===== config.mk =====
export PLATFORM = sky130hd
export DESIGN_NAME = vmem_arbiter
export DESIGN_NICKNAME = d
export VERILOG_FILES = /design/src/rtl/vmem_pkg.sv /design/src/rtl/vmem_arbiter_rr_arb2.sv /design/src/rtl/vmem_arbiter.sv
export SDC_FILE = /design/constraint.sdc
export NUM_CORES = 1
export LEC_CHECK = 0
export CAP_MARGIN = 20
export CORE_ASPECT_RATIO = 1.1
export CORE_MARGIN = 5
export CORE_UTILIZATION = 24
export CTS_CLUSTER_DIAMETER = 100
export DETAILED_ROUTE_END_ITERATION = 10
export PLACE_DENSITY = 0.78
export SKIP_CTS_REPAIR_TIMING = 1
export SYNTH_ARGS = -nofsm -noshare
export SYNTH_HDL_FRONTEND = slang
export SYNTH_SLANG_ARGS = --single-unit

===== constraint.sdc =====
create_clock -name clock -period 3 [get_ports clock]
set_input_delay 0.9 -clock clock [delete_from_list [all_inputs] [get_ports clock]]
set_output_delay 0.9 -clock clock [all_outputs]
set_load 0.01 [all_outputs]

===== src/rtl/vmem_pkg.sv =====
`default_nettype none
// ============================================================================
// Module   : vmem_pkg
// Brief    : Shared widths, pixel/address types and address-packing helpers
//            for the video-memory arbiter slice.
// Revision : 1.0 - initial release
// ============================================================================
package vmem_pkg;

  // Default widths used by the arbiter parameters
  localparam int VMEM_ADDR_W = 19;
  localparam int VMEM_DATA_W = 24;
  localparam int VMEM_CNT_W  = 16;

  // Pixel address layout: {h_addr, v_addr}
  localparam int H_BITS = 10;
  localparam int V_BITS = 9;

  typedef logic [VMEM_DATA_W-1:0] pixel_t;
  typedef logic [H_BITS+V_BITS-1:0] vaddr_t;

  // Round-robin pointer: which writer wins the next tie
  typedef enum logic {
    RR_W0 = 1'b0,
    RR_W1 = 1'b1
  } rr_sel_e;

  // Build a pixel address from horizontal and vertical coordinates
  function automatic vaddr_t pack_addr(input logic [H_BITS-1:0] h,
                                       input logic [V_BITS-1:0] v);
    return {h, v};
  endfunction

endpackage
`default_nettype wire


===== src/rtl/vmem_arbiter_rr_arb2.sv =====
`default_nettype none
// ============================================================================
// Module   : rr_arb2
// Brief    : Two-way round-robin arbiter with enable. Holds the tie-break
//            pointer and produces a one-hot (or zero) grant combinationally.
// Revision : 1.0 - initial release
// ============================================================================
module rr_arb2
  import vmem_pkg::*;
(
  input  logic       clock,
  input  logic       reset,
  input  logic       en_i,
  input  logic [1:0] req_i,
  output logic [1:0] gnt_o
);

  rr_sel_e    ptr_q;
  rr_sel_e    ptr_d;
  logic [1:0] gnt_d;

  // Grant a lone requester; on a tie, the pointer decides
  always_comb begin
    gnt_d = 2'b00;
    if (en_i) begin
      case (req_i)
        2'b01:   gnt_d = 2'b01;
        2'b10:   gnt_d = 2'b10;
        2'b11:   gnt_d = (ptr_q == RR_W1) ? 2'b10 : 2'b01;
        default: gnt_d = 2'b00;
      endcase
    end
  end

  // After a grant, point at the other writer; otherwise hold
  always_comb begin
    ptr_d = ptr_q;
    if (gnt_d[0]) begin
      ptr_d = RR_W1;
    end else if (gnt_d[1]) begin
      ptr_d = RR_W0;
    end
  end

  // Pointer register; w0 is favoured on the first tie after reset
  always_ff @(posedge clock) begin
    if (reset) begin
      ptr_q <= RR_W0;
    end else begin
      ptr_q <= ptr_d;
    end
  end

  assign gnt_o = gnt_d;

endmodule
`default_nettype wire


===== src/rtl/vmem_arbiter.sv =====
`default_nettype none
// ============================================================================
// Module   : vmem_arbiter
// Brief    : Single-port video-memory arbiter. Scan-out reads always win;
//            two writers share leftover cycles round-robin, optionally only
//            during vertical blanking. Tracks per-frame writer stall cycles.
// Revision : 1.0 - initial release
// ============================================================================
module vmem_arbiter
  import vmem_pkg::*;
#(
  parameter int ADDR_W = VMEM_ADDR_W,
  parameter int DATA_W = VMEM_DATA_W,
  parameter int CNT_W  = VMEM_CNT_W
) (
  input  logic              clock,
  input  logic              reset,
  // scan-out read port
  input  logic              sc_req,
  input  logic [ADDR_W-1:0] sc_addr,
  output logic [DATA_W-1:0] sc_data,
  output logic              sc_valid,
  // frame timing / mode
  input  logic              vblank,
  input  logic              frame_start,
  input  logic              sync_mode,
  // writer 0 (keyboard / text terminal)
  input  logic              w0_valid,
  output logic              w0_ready,
  input  logic [ADDR_W-1:0] w0_addr,
  input  logic [DATA_W-1:0] w0_data,
  // writer 1 (host / CPU)
  input  logic              w1_valid,
  output logic              w1_ready,
  input  logic [ADDR_W-1:0] w1_addr,
  input  logic [DATA_W-1:0] w1_data,
  // RAM port
  output logic              mem_en,
  output logic              mem_we,
  output logic [ADDR_W-1:0] mem_addr,
  output logic [DATA_W-1:0] mem_wdata,
  input  logic [DATA_W-1:0] mem_rdata,
  // statistics
  output logic [CNT_W-1:0]  stall_cnt
);

  logic             sc_grant;
  logic             write_window;
  logic [1:0]       wr_req;
  logic [1:0]       wr_gnt;
  logic             stall;
  logic             sc_valid_q;
  logic             sc_valid_d;
  logic [CNT_W-1:0] stall_cnt_q;
  logic [CNT_W-1:0] stall_cnt_d;

  // Scan-out may use the RAM whenever it asks, except during reset
  assign sc_grant = sc_req && !reset;

  // Writes need a free slot and, in tear-free mode, vertical blanking
  assign write_window = !sc_req && (!sync_mode || vblank);
  assign wr_req       = {w1_valid, w0_valid} & {2{write_window}};

  rr_arb2 u_rr_arb2 (
    .clock (clock),
    .reset (reset),
    .en_i  (!reset),
    .req_i (wr_req),
    .gnt_o (wr_gnt)
  );

  assign w0_ready = wr_gnt[0];
  assign w1_ready = wr_gnt[1];

  // Drive the RAM from whichever requester owns this cycle; idle drives 0
  always_comb begin
    mem_en    = 1'b0;
    mem_we    = 1'b0;
    mem_addr  = '0;
    mem_wdata = '0;
    if (sc_grant) begin
      mem_en   = 1'b1;
      mem_addr = sc_addr;
    end else if (wr_gnt[0]) begin
      mem_en    = 1'b1;
      mem_we    = 1'b1;
      mem_addr  = w0_addr;
      mem_wdata = w0_data;
    end else if (wr_gnt[1]) begin
      mem_en    = 1'b1;
      mem_we    = 1'b1;
      mem_addr  = w1_addr;
      mem_wdata = w1_data;
    end
  end

  // A writer is stalled when it presents data that is not accepted
  assign stall = (w0_valid && !w0_ready) || (w1_valid && !w1_ready);

  // Next-state for read-valid pipeline and saturating stall counter
  always_comb begin
    sc_valid_d  = sc_grant;
    stall_cnt_d = stall_cnt_q;
    if (frame_start) begin
      stall_cnt_d = '0;
    end else if (stall && !(&stall_cnt_q)) begin
      stall_cnt_d = stall_cnt_q + CNT_W'(1);
    end
  end

  // Registered read-valid flag and stall counter
  always_ff @(posedge clock) begin
    if (reset) begin
      sc_valid_q  <= 1'b0;
      stall_cnt_q <= '0;
    end else begin
      sc_valid_q  <= sc_valid_d;
      stall_cnt_q <= stall_cnt_d;
    end
  end

  // RAM has one cycle of latency, so read data lines up with sc_valid
  assign sc_data   = mem_rdata;
  assign sc_valid  = sc_valid_q;
  assign stall_cnt = stall_cnt_q;

endmodule
`default_nettype wire

After elaboration in Yosys (flattened, before gate mapping)
Index checks and enable logic that the tools add are counted.
Storage, ports and cells
  register bits: 18
  input port bits: 137
Operators by class
  add/sub/neg operators: 1
  equality and inequality tests: 3
  multiplexer cells: 15
  bitwise operators: 1
  reduce and logical (&&, ||, !) cells: 16
Operator list (number)
  $mux W24: 3
  $mux W19: 3
  $add A16 B1 Y16 const B: 1
  $reduce_and A16 Y1: 1
  $logic_not A1 Y1: 6
  $mux W1: 6
  $pmux W2 S3: 1
  $logic_and A1 B1 Y1: 5
  $eq A2 B2 Y1 const B: 2
  $mux W2: 2
  $and A2 B2 Y2: 1
  $eq A2 B1 Y1 const B: 1
  $logic_or A1 B1 Y1: 2
  $reduce_bool A2 Y1: 1
  $reduce_or A2 Y1: 1

Logic depth before layout (Yosys ltp)
Gate-level depths: netlist of the first run.
  depth after elaboration: 11
  mapped depth: 6
  gate-level depth less buffers: 5

By module
Synthesis of the first run repeated with hierarchy kept, for this count alone.
Unflattened totals
  cells, all modules: 275
  area, all modules: 1885.6 µm²
By module, submodules not included
  vmem_arbiter: instances 1, cells each 266, area each 1823.0 µm², sequential area each 340.3 µm²
  rr_arb2: instances 1, cells each 9, area each 62.6 µm², sequential area each 20.0 µm²

Worst setup path before layout of the first run
No wires, ideal clock.
  kind: input -> output
  start point: in reset
  end point: out mem_wdata[15]
  arrival time: 2.106 ns
  required time: 2.100 ns
  slack: -0.006 ns
  stages on the path: 4
  path through: or2_4 -> a2111oi_4 -> buf_6 -> a22o_1
On the way
  elaborated cells on any way between the ends: 6
  those cells by class: 4 x mux; 2 x reduce/logical
RTL lines
  from (decl): RTL line vmem_arbiter.sv:17  | input logic reset,
  $mux W2: RTL line vmem_arbiter_rr_arb2.sv:25  | if (en_i) begin
  net w0_ready: RTL line vmem_arbiter.sv:29  | output logic w0_ready,
  $mux W24: RTL line vmem_arbiter.sv:84  | end else if (wr_gnt[0]) begin
  $mux W24: RTL line vmem_arbiter.sv:81  | if (sc_grant) begin
  to (decl): RTL line vmem_arbiter.sv:41  | output logic [DATA_W-1:0] mem_wdata,
The timed path passes the listed nets, and every way through them passes these cells.

Worst setup path in the final report of the first run
  start point: in sc_req
  end point: out mem_wdata[11]
On the way
  cells in the longest elaborated chain, start to end: 9
  elaborated cells on any way between the ends: 12
  those cells by class: 3 x eq/ne; 5 x mux; 1 x bitwise; 3 x reduce/logical
RTL lines
  from (decl): RTL line vmem_arbiter.sv:19  | input logic sc_req,
  $logic_not A1 Y1: RTL line vmem_arbiter.sv:61  | assign write_window = !sc_req && (!sync_mode || vblank);
  $logic_and A1 B1 Y1: RTL line vmem_arbiter.sv:61
  $and A2 B2 Y2: RTL line vmem_arbiter.sv:62  | assign wr_req = {w1_valid, w0_valid} & {2{write_window}};
  $eq A2 B2 Y1 or $eq A2 B1 Y1 (tied branches): RTL line vmem_arbiter_rr_arb2.sv:26  | case (req_i)
  $pmux W2 S3: RTL line vmem_arbiter_rr_arb2.sv:26
  $mux W2: RTL line vmem_arbiter_rr_arb2.sv:25
  $mux W24: RTL line vmem_arbiter.sv:89  | end else if (wr_gnt[1]) begin
  $mux W24: RTL line vmem_arbiter.sv:84
  $mux W24 (*): RTL line vmem_arbiter.sv:81
Every way passes the cells marked *; elsewhere a longest branch is shown, timed or not.

==> impl_metrics.csv, run 1 <==
group,metric,value,unit
synthesis,syn-num-nets,365,
die,die_area,9545,µm²
power,p_leak,1.648,nW
power,sw_frac_of_total,27.39,%
timing,skew,0.002541,ns
drt,post-route-drc-count,0,
timing,fin_ws,-0.2627,ns
critical_path,cp_max_fo,8,
global_routing,gr-max-usage-layer,"met2",
drt,antenna_left,0,
synthesis,syn_area,1846,µm²
die,start_util,24.69,%
finish,nets,531,
status,violations,"negative setup slack",
power,p_clk_share,22.3,%
global_routing,met1_usage,22.64,%
power,peakVddDrop,0.0001038,V
clocking,cts_tree,"done",
critical_path,reg2reg_depth,5,
drt,num_vias,2492,
placement,finalWeightedCongestion,0.9059,
synthesis,yosysSeqAreaShare,19.53,%
global_routing,grt_pass1_vias,2402,
synthesis,syn_inst,227,
clocking,cts_made_buffers,3,
worst_hold_path,worstHoldPathCells,2,
power,power_switching,0.0002131,W
global_routing,grtUsageMet3,3.829,%
global_routing,antenna_found_initial,0,
critical_path,startpoint_type,"input pin",
critical_path,cp.required,2.10,ns
clocking,clock-sinks,18,
status,outcome,"finished with violations",
timing,finalCriticalPeriod,3.263,ns
drt,dr.pass1.iters,8,
critical_path,r2r-start,"stall_cnt[0]$_SDFFE_PP0P_",
clocking,clkTransAtPathRegs,0.07,ns
timing,maxSlewHeadroom,59.57,%
power,power.density,207.7,nW/µm²
timing,slew_violations,0,
synthesis,ys_ff_latch,18,
timing,hold_slack,0.4936,ns
drt,drt_first_iter_violations,142,
global_routing,grt_util_met2,29.48,%
critical_path,crit_type,"in2out",
finish,fill_cells,697,
placement,io_buffer_count,176,
finish,seqCellArea,360.3,µm²
synthesis,ys_warn_count,0,
drt,post_drt_via_cell_ratio,5.024,
critical_path,rrSetupSlack,1.14,ns
critical_path,worst_setup_path_end_kind,"output port",
power,pwr-share-comb,46.2,%
global_routing,grt_overflow,0,
timing,max_freq,306.5,MHz
global_routing,grt_start_max_net_pins,31,
clocking,clockBufferDepth,2,
synthesis,synth_flop_cell,"dfxtp_1",
clocking,worstSkewPairLatency,0.25,ns
clocking,clockRootBuffer,"clkbuf_8",
synthesis,yosysTopAreaCell,"dfxtp_1",
finish,final_cells,496,
die,core-area,7473,µm²
global_routing,grt_first_pass_wirelength,13.25,mm
drt,drt_wl_total,9.370,mm
die,die_y,102.0,µm
timing,setup_viol,44,
clocking,htree_levels,1,
critical_path,worstPathArrival,2.36,ns
job,max_cap_viol_count,0,
placement,placedCellCount,480,
die,die_w,93.61,µm
synthesis,ys_top_cells_by_area,"dfxtp_1, buf_4, a222oi_1",
synthesis,synth_top_area_share,19.53,%
synthesis,async_reset_ff_share,0,%
die,io_pins,225,
synthesis,avgSynthCellArea,8.130,µm²
synthesis,synth.most_common_cell,"buf_4",
placement,post-place-ws,-0.8614,ns
placement,hpwlAfterDp,7.272,mm
drt,wl_per_cell,18.89,µm
timing,hold_viol,0,
timing,period_share,108.8,%
critical_path,timing.rr.end,"stall_cnt[0]$_SDFFE_PP0P_",
synthesis,synth_cell_type_count,43,
synthesis,synth_edf_count,0,
timing,rsz0062_at_grt,"true",
worst_hold_path,hold_end,"stall_cnt[15]$_SDFFE_PP0P_",
finish,multi_input_area,1174,µm²
finish,finish.utilization,50.13,%
worst_hold_path,hold_start,"stall_cnt[15]$_SDFFE_PP0P_",
finish,diodes,0,
finish,syn2layout_area_growth,103.0,%
global_routing,grt_use_total,17.56,%
timing,tightest_slew,0.6015,ns
power,power.internal,0.0005649,W
finish,drive_gt1_share,25.32,%
synthesis,yosys-top-cells-count,"buf_4, nand2_1, inv_1, a222oi_1",
die,placementRows,33,
worst_hold_path,min_path_type,"reg2reg",
power,p_seq_share,31.5,%
## state kept, by name, summed over array words and instances, names as in the netlist
name	cells
sc_valid	1
u_rr_arb2.ptr_q	1
stall_cnt	16
## critical path, cell delays in order
cell	delay (ns)
buf_6	0.09
or2_4	0.26
a2111oi_4	0.31
buf_4	0.18
buf_6	0.11
buf_6	0.11
clkbuf_16	0.14
a22o_1	0.13
buf_2	0.13
## worst max-delay path by stage
stage | from | end | depth (start not counted)
floorplan | reset | mem_wdata[14] | 5
global placement | w0_valid | mem_wdata[8] | 7
detailed placement | w0_valid | mem_wdata[13] | 7
CTS | reset | mem_wdata[13] | 7
global route | sc_req | mem_wdata[13] | 9
finish | sc_req | mem_wdata[11] | 9
## placed cells by master (no fill, tap or decap), drive strengths merged, types with 5 or more instances in the layout
cell	synthesis	layout
clkdlybuf4s50	0	123
buf	35	70
a22o	24	24
nand2	22	22
inv	21	21
a222oi	19	19
dfxtp	18	18
mux2i	13	13
or3	12	12
clkbuf	7	8
nor4	6	6
a211oi	5	5
dlymetal6s2s	0	5
## final cells by class
type	instances	area share, %
clock buffers	3	1.102
inverters	21	2.104
multi-input cells	146	31.33
flip-flops and latches	18	9.619
well taps	105	3.507
repair buffers	203	52.34
## cell families after synthesis
group	count (synthesis)	synth area share, %
adder cells (fa/ha/maj)	1	0.6779
AND/OR/NAND/NOR	69	21.15
flip-flops	18	19.53
AO/OA/AOI/OAI	63	31.59
multiplexers	13	7.051
buffers and inverters	63	20.00
## through the flow
step	area [µm²]	setup TNS, ns	total power [W]
global route	3746	-9.957	0.0008139
detailed placement	3591	-36.59	0.0005981
floorplan	1846	0	0.0003842
CTS	3632	-37.04	0.0007735
global placement	3591	-35.54	0.0005971
finish	3746	-8.053	0.0007781
## power by group through the flow
stage               Clock [W]  Sequential [W]  Combinational, W
floorplan                   0        0.000251          0.000133
global placement            0        0.000250          0.000347
detailed placement          0        0.000250          0.000348
CTS                  0.000177        0.000245          0.000351
global route         0.000185        0.000245          0.000383
finish               0.000173        0.000245          0.000360
## metal layers
metal  part of all wire, %  vias to the layer above
li1                      -                     1183
met1                    37                     1179
met2                    52                      112
met3                   8.7                       18
met4                   1.7                        0
met5                     0                        -
(Power assumes the default switching activity.)
==> run 2: changes to the inputs <==
- clock period: 3 -> 2.8 ns (I/O delays scaled with it)
==> run 2 against run 1 <==
  * The flow still finishes with violations (negative setup slack)
  * Largest cell class unchanged
  * Critical endpoint is now mem_wdata[12]
  * Non-clock buffer count is 1 lower
  * Register-to-register slack got worse by 0.23 ns
  * Clock power rose by 26%
  * Flip-flop and latch count unchanged
==> impl_metrics.csv, run 2 (synthesis results as in run 1) <==
group,metric,value,unit
die,placementRows,33,
timing,maxSlewHeadroom,59.44,%
timing,setup_viol,44,
clocking,htree_levels,1,
drt,dr.pass1.iters,5,
drt,drt_first_iter_violations,173,
status,violations,"negative setup slack",
critical_path,worst_setup_path_end_kind,"output port",
clocking,cts_made_buffers,3,
die,io_pins,225,
finish,drive_gt1_share,25.32,%
critical_path,slowest_stage,"a2111oi_4",
clocking,worstSkewPairLatency,0.25,ns
critical_path,r2r-start,"stall_cnt[0]$_SDFFE_PP0P_",
critical_path,cp_max_fo,8,
drt,post-route-drc-count,0,
drt,post_drt_via_cell_ratio,4.996,
critical_path,crit_type,"in2out",
timing,slew_violations,0,
placement,hpwlAfterDp,7.252,mm
clocking,clock-sinks,18,
drt,wl_per_cell,18.90,µm
worst_hold_path,min_path_type,"reg2reg",
finish,largest_reg_flops,16,
die,die_y,102.0,µm
timing,final.setup.tns,-9.713,ns
global_routing,grt_start_max_net_pins,31,
finish,final_cell_mix,"clkdlybuf4s50_1, buf_6, buf_2, nand2_1, inv_1",
timing,tightest_slew,0.6034,ns
clocking,clockRootBuffer,"clkbuf_8",
timing,skew,0.0009455,ns
critical_path,crit_chain,"buf_6, or2_4, a2111oi_4, buf_4, buf_8, clkbuf_16, a22o_1, buf_2",
timing,period_share,109.7,%
worst_hold_path,worstHoldPathCells,2,
critical_path,timing.rr.end,"stall_cnt[1]$_SDFFE_PP0P_",
die,start_util,24.69,%
critical_path,rrSetupSlack,0.91,ns
critical_path,reg2reg_depth,5,
job,max_cap_viol_count,0,
finish,nets,530,
timing,fin_ws,-0.2704,ns
placement,io_buffer_count,176,
timing,hold_viol,0,
critical_path,worstPathArrival,2.23,ns
global_routing,grt_overflow,0,
global_routing,grt_pass1_vias,2483,
die,die_area,9545,µm²
timing,max_freq,325.7,MHz
power,peakVddDrop,0.0001697,V
worst_hold_path,hold_end,"stall_cnt[15]$_SDFFE_PP0P_",
clocking,clockBufferDepth,2,
worst_hold_path,hold_start,"stall_cnt[15]$_SDFFE_PP0P_",
finish,syn2layout_area_growth,103.2,%
clocking,clkTransAtPathRegs,0.07,ns
global_routing,antenna_found_initial,1,
drt,drt_wl_total,9.393,mm
placement,finalWeightedCongestion,0.8488,
critical_path,startpoint_type,"input pin",
power,power.density,230.4,nW/µm²
drt,antenna_left,0,
global_routing,grt_use_total,16.82,%
global_routing,grt_first_pass_wirelength,12.66,mm
timing,finalCriticalPeriod,3.070,ns
clocking,cts_tree,"done",
finish,layout_commonest_cell,"clkdlybuf4s50_1",
critical_path,max_stage_delay,0.31,ns
timing,rsz0062_at_grt,"true",
power,p_leak,1.649,nW
drt,num_vias,2483,
die,core-area,7473,µm²
power,total_power,0.0008640,W
die,die_w,93.61,µm
critical_path,cp.required,1.96,ns
status,outcome,"finished with violations",
-- run 2: changes by cell type in the layout (fill, tap and decap cells not counted), sizes merged --
cell	delta
diode	+1
-- run 2: cell type report --
class / count / area, µm²
antenna: 1 / 2.502
clock buffer: 4 / 55.05
fill: 713 / 3724
inverter: 21 / 78.83
multi-input combinational: 146 / 1174
sequential: 18 / 360.3
tap: 105 / 131.4
timing repair buffer: 202 / 1948
-- run 2: power by group --
| part | internal (W) | total [W] | switching, W | leakage [nW] |
|---|---|---|---|---|
| Sequential | 0.000259 | 0.000263 | 0.00000367 | 0.146 |
| Combinational | 0.000249 | 0.000383 | 0.000135 | 1.47 |
| Clock | 0.000125 | 0.000218 | 0.0000932 | 0.0288 |
-- run 2: worst max path at each step --
stage	start	end
after floorplan	reset	mem_wdata[14]
after global placement	reset	mem_wdata[8]
after detailed placement	w0_valid	mem_wdata[20]
after CTS	reset	mem_wdata[7]
after global routing	sc_req	mem_addr[9]
final	sc_req	mem_wdata[12]
-- run 2: critical path: cells and delay by family --
family | cells | cell delay [ns]
buffers and inverters | 5 | 0.68
and+or+nand+nor | 1 | 0.25
AOI/OAI and AO/OA | 2 | 0.45
-- run 2: stage by stage --
stage | cell area, µm² | utilization [%] | instances | hold WS [ns] | worst slack (ns)
CTS | 3661 | 48.99 | 486 | 0.4990 | -0.9631
finish | 3750 | 50.18 | 497 | 0.4934 | -0.2704
global placement | 3606 | 48.25 | 482 | 0.4726 | -0.9275
global route | 3750 | 50.18 | 497 | 0.5104 | -0.3069
floorplan | 1846 | - | 227 | 0.4913 | 0.03823
detailed placement | 3606 | 48.25 | 482 | 0.4877 | -0.9474
-- run 2: per-layer routing --
layer | GRT usage (%) | routed length [µm]
met4 | 5.667 | 273
met1 | 20.02 | 3494
met5 | 0 | 0
met2 | 28.82 | 4754
met3 | 5.228 | 871
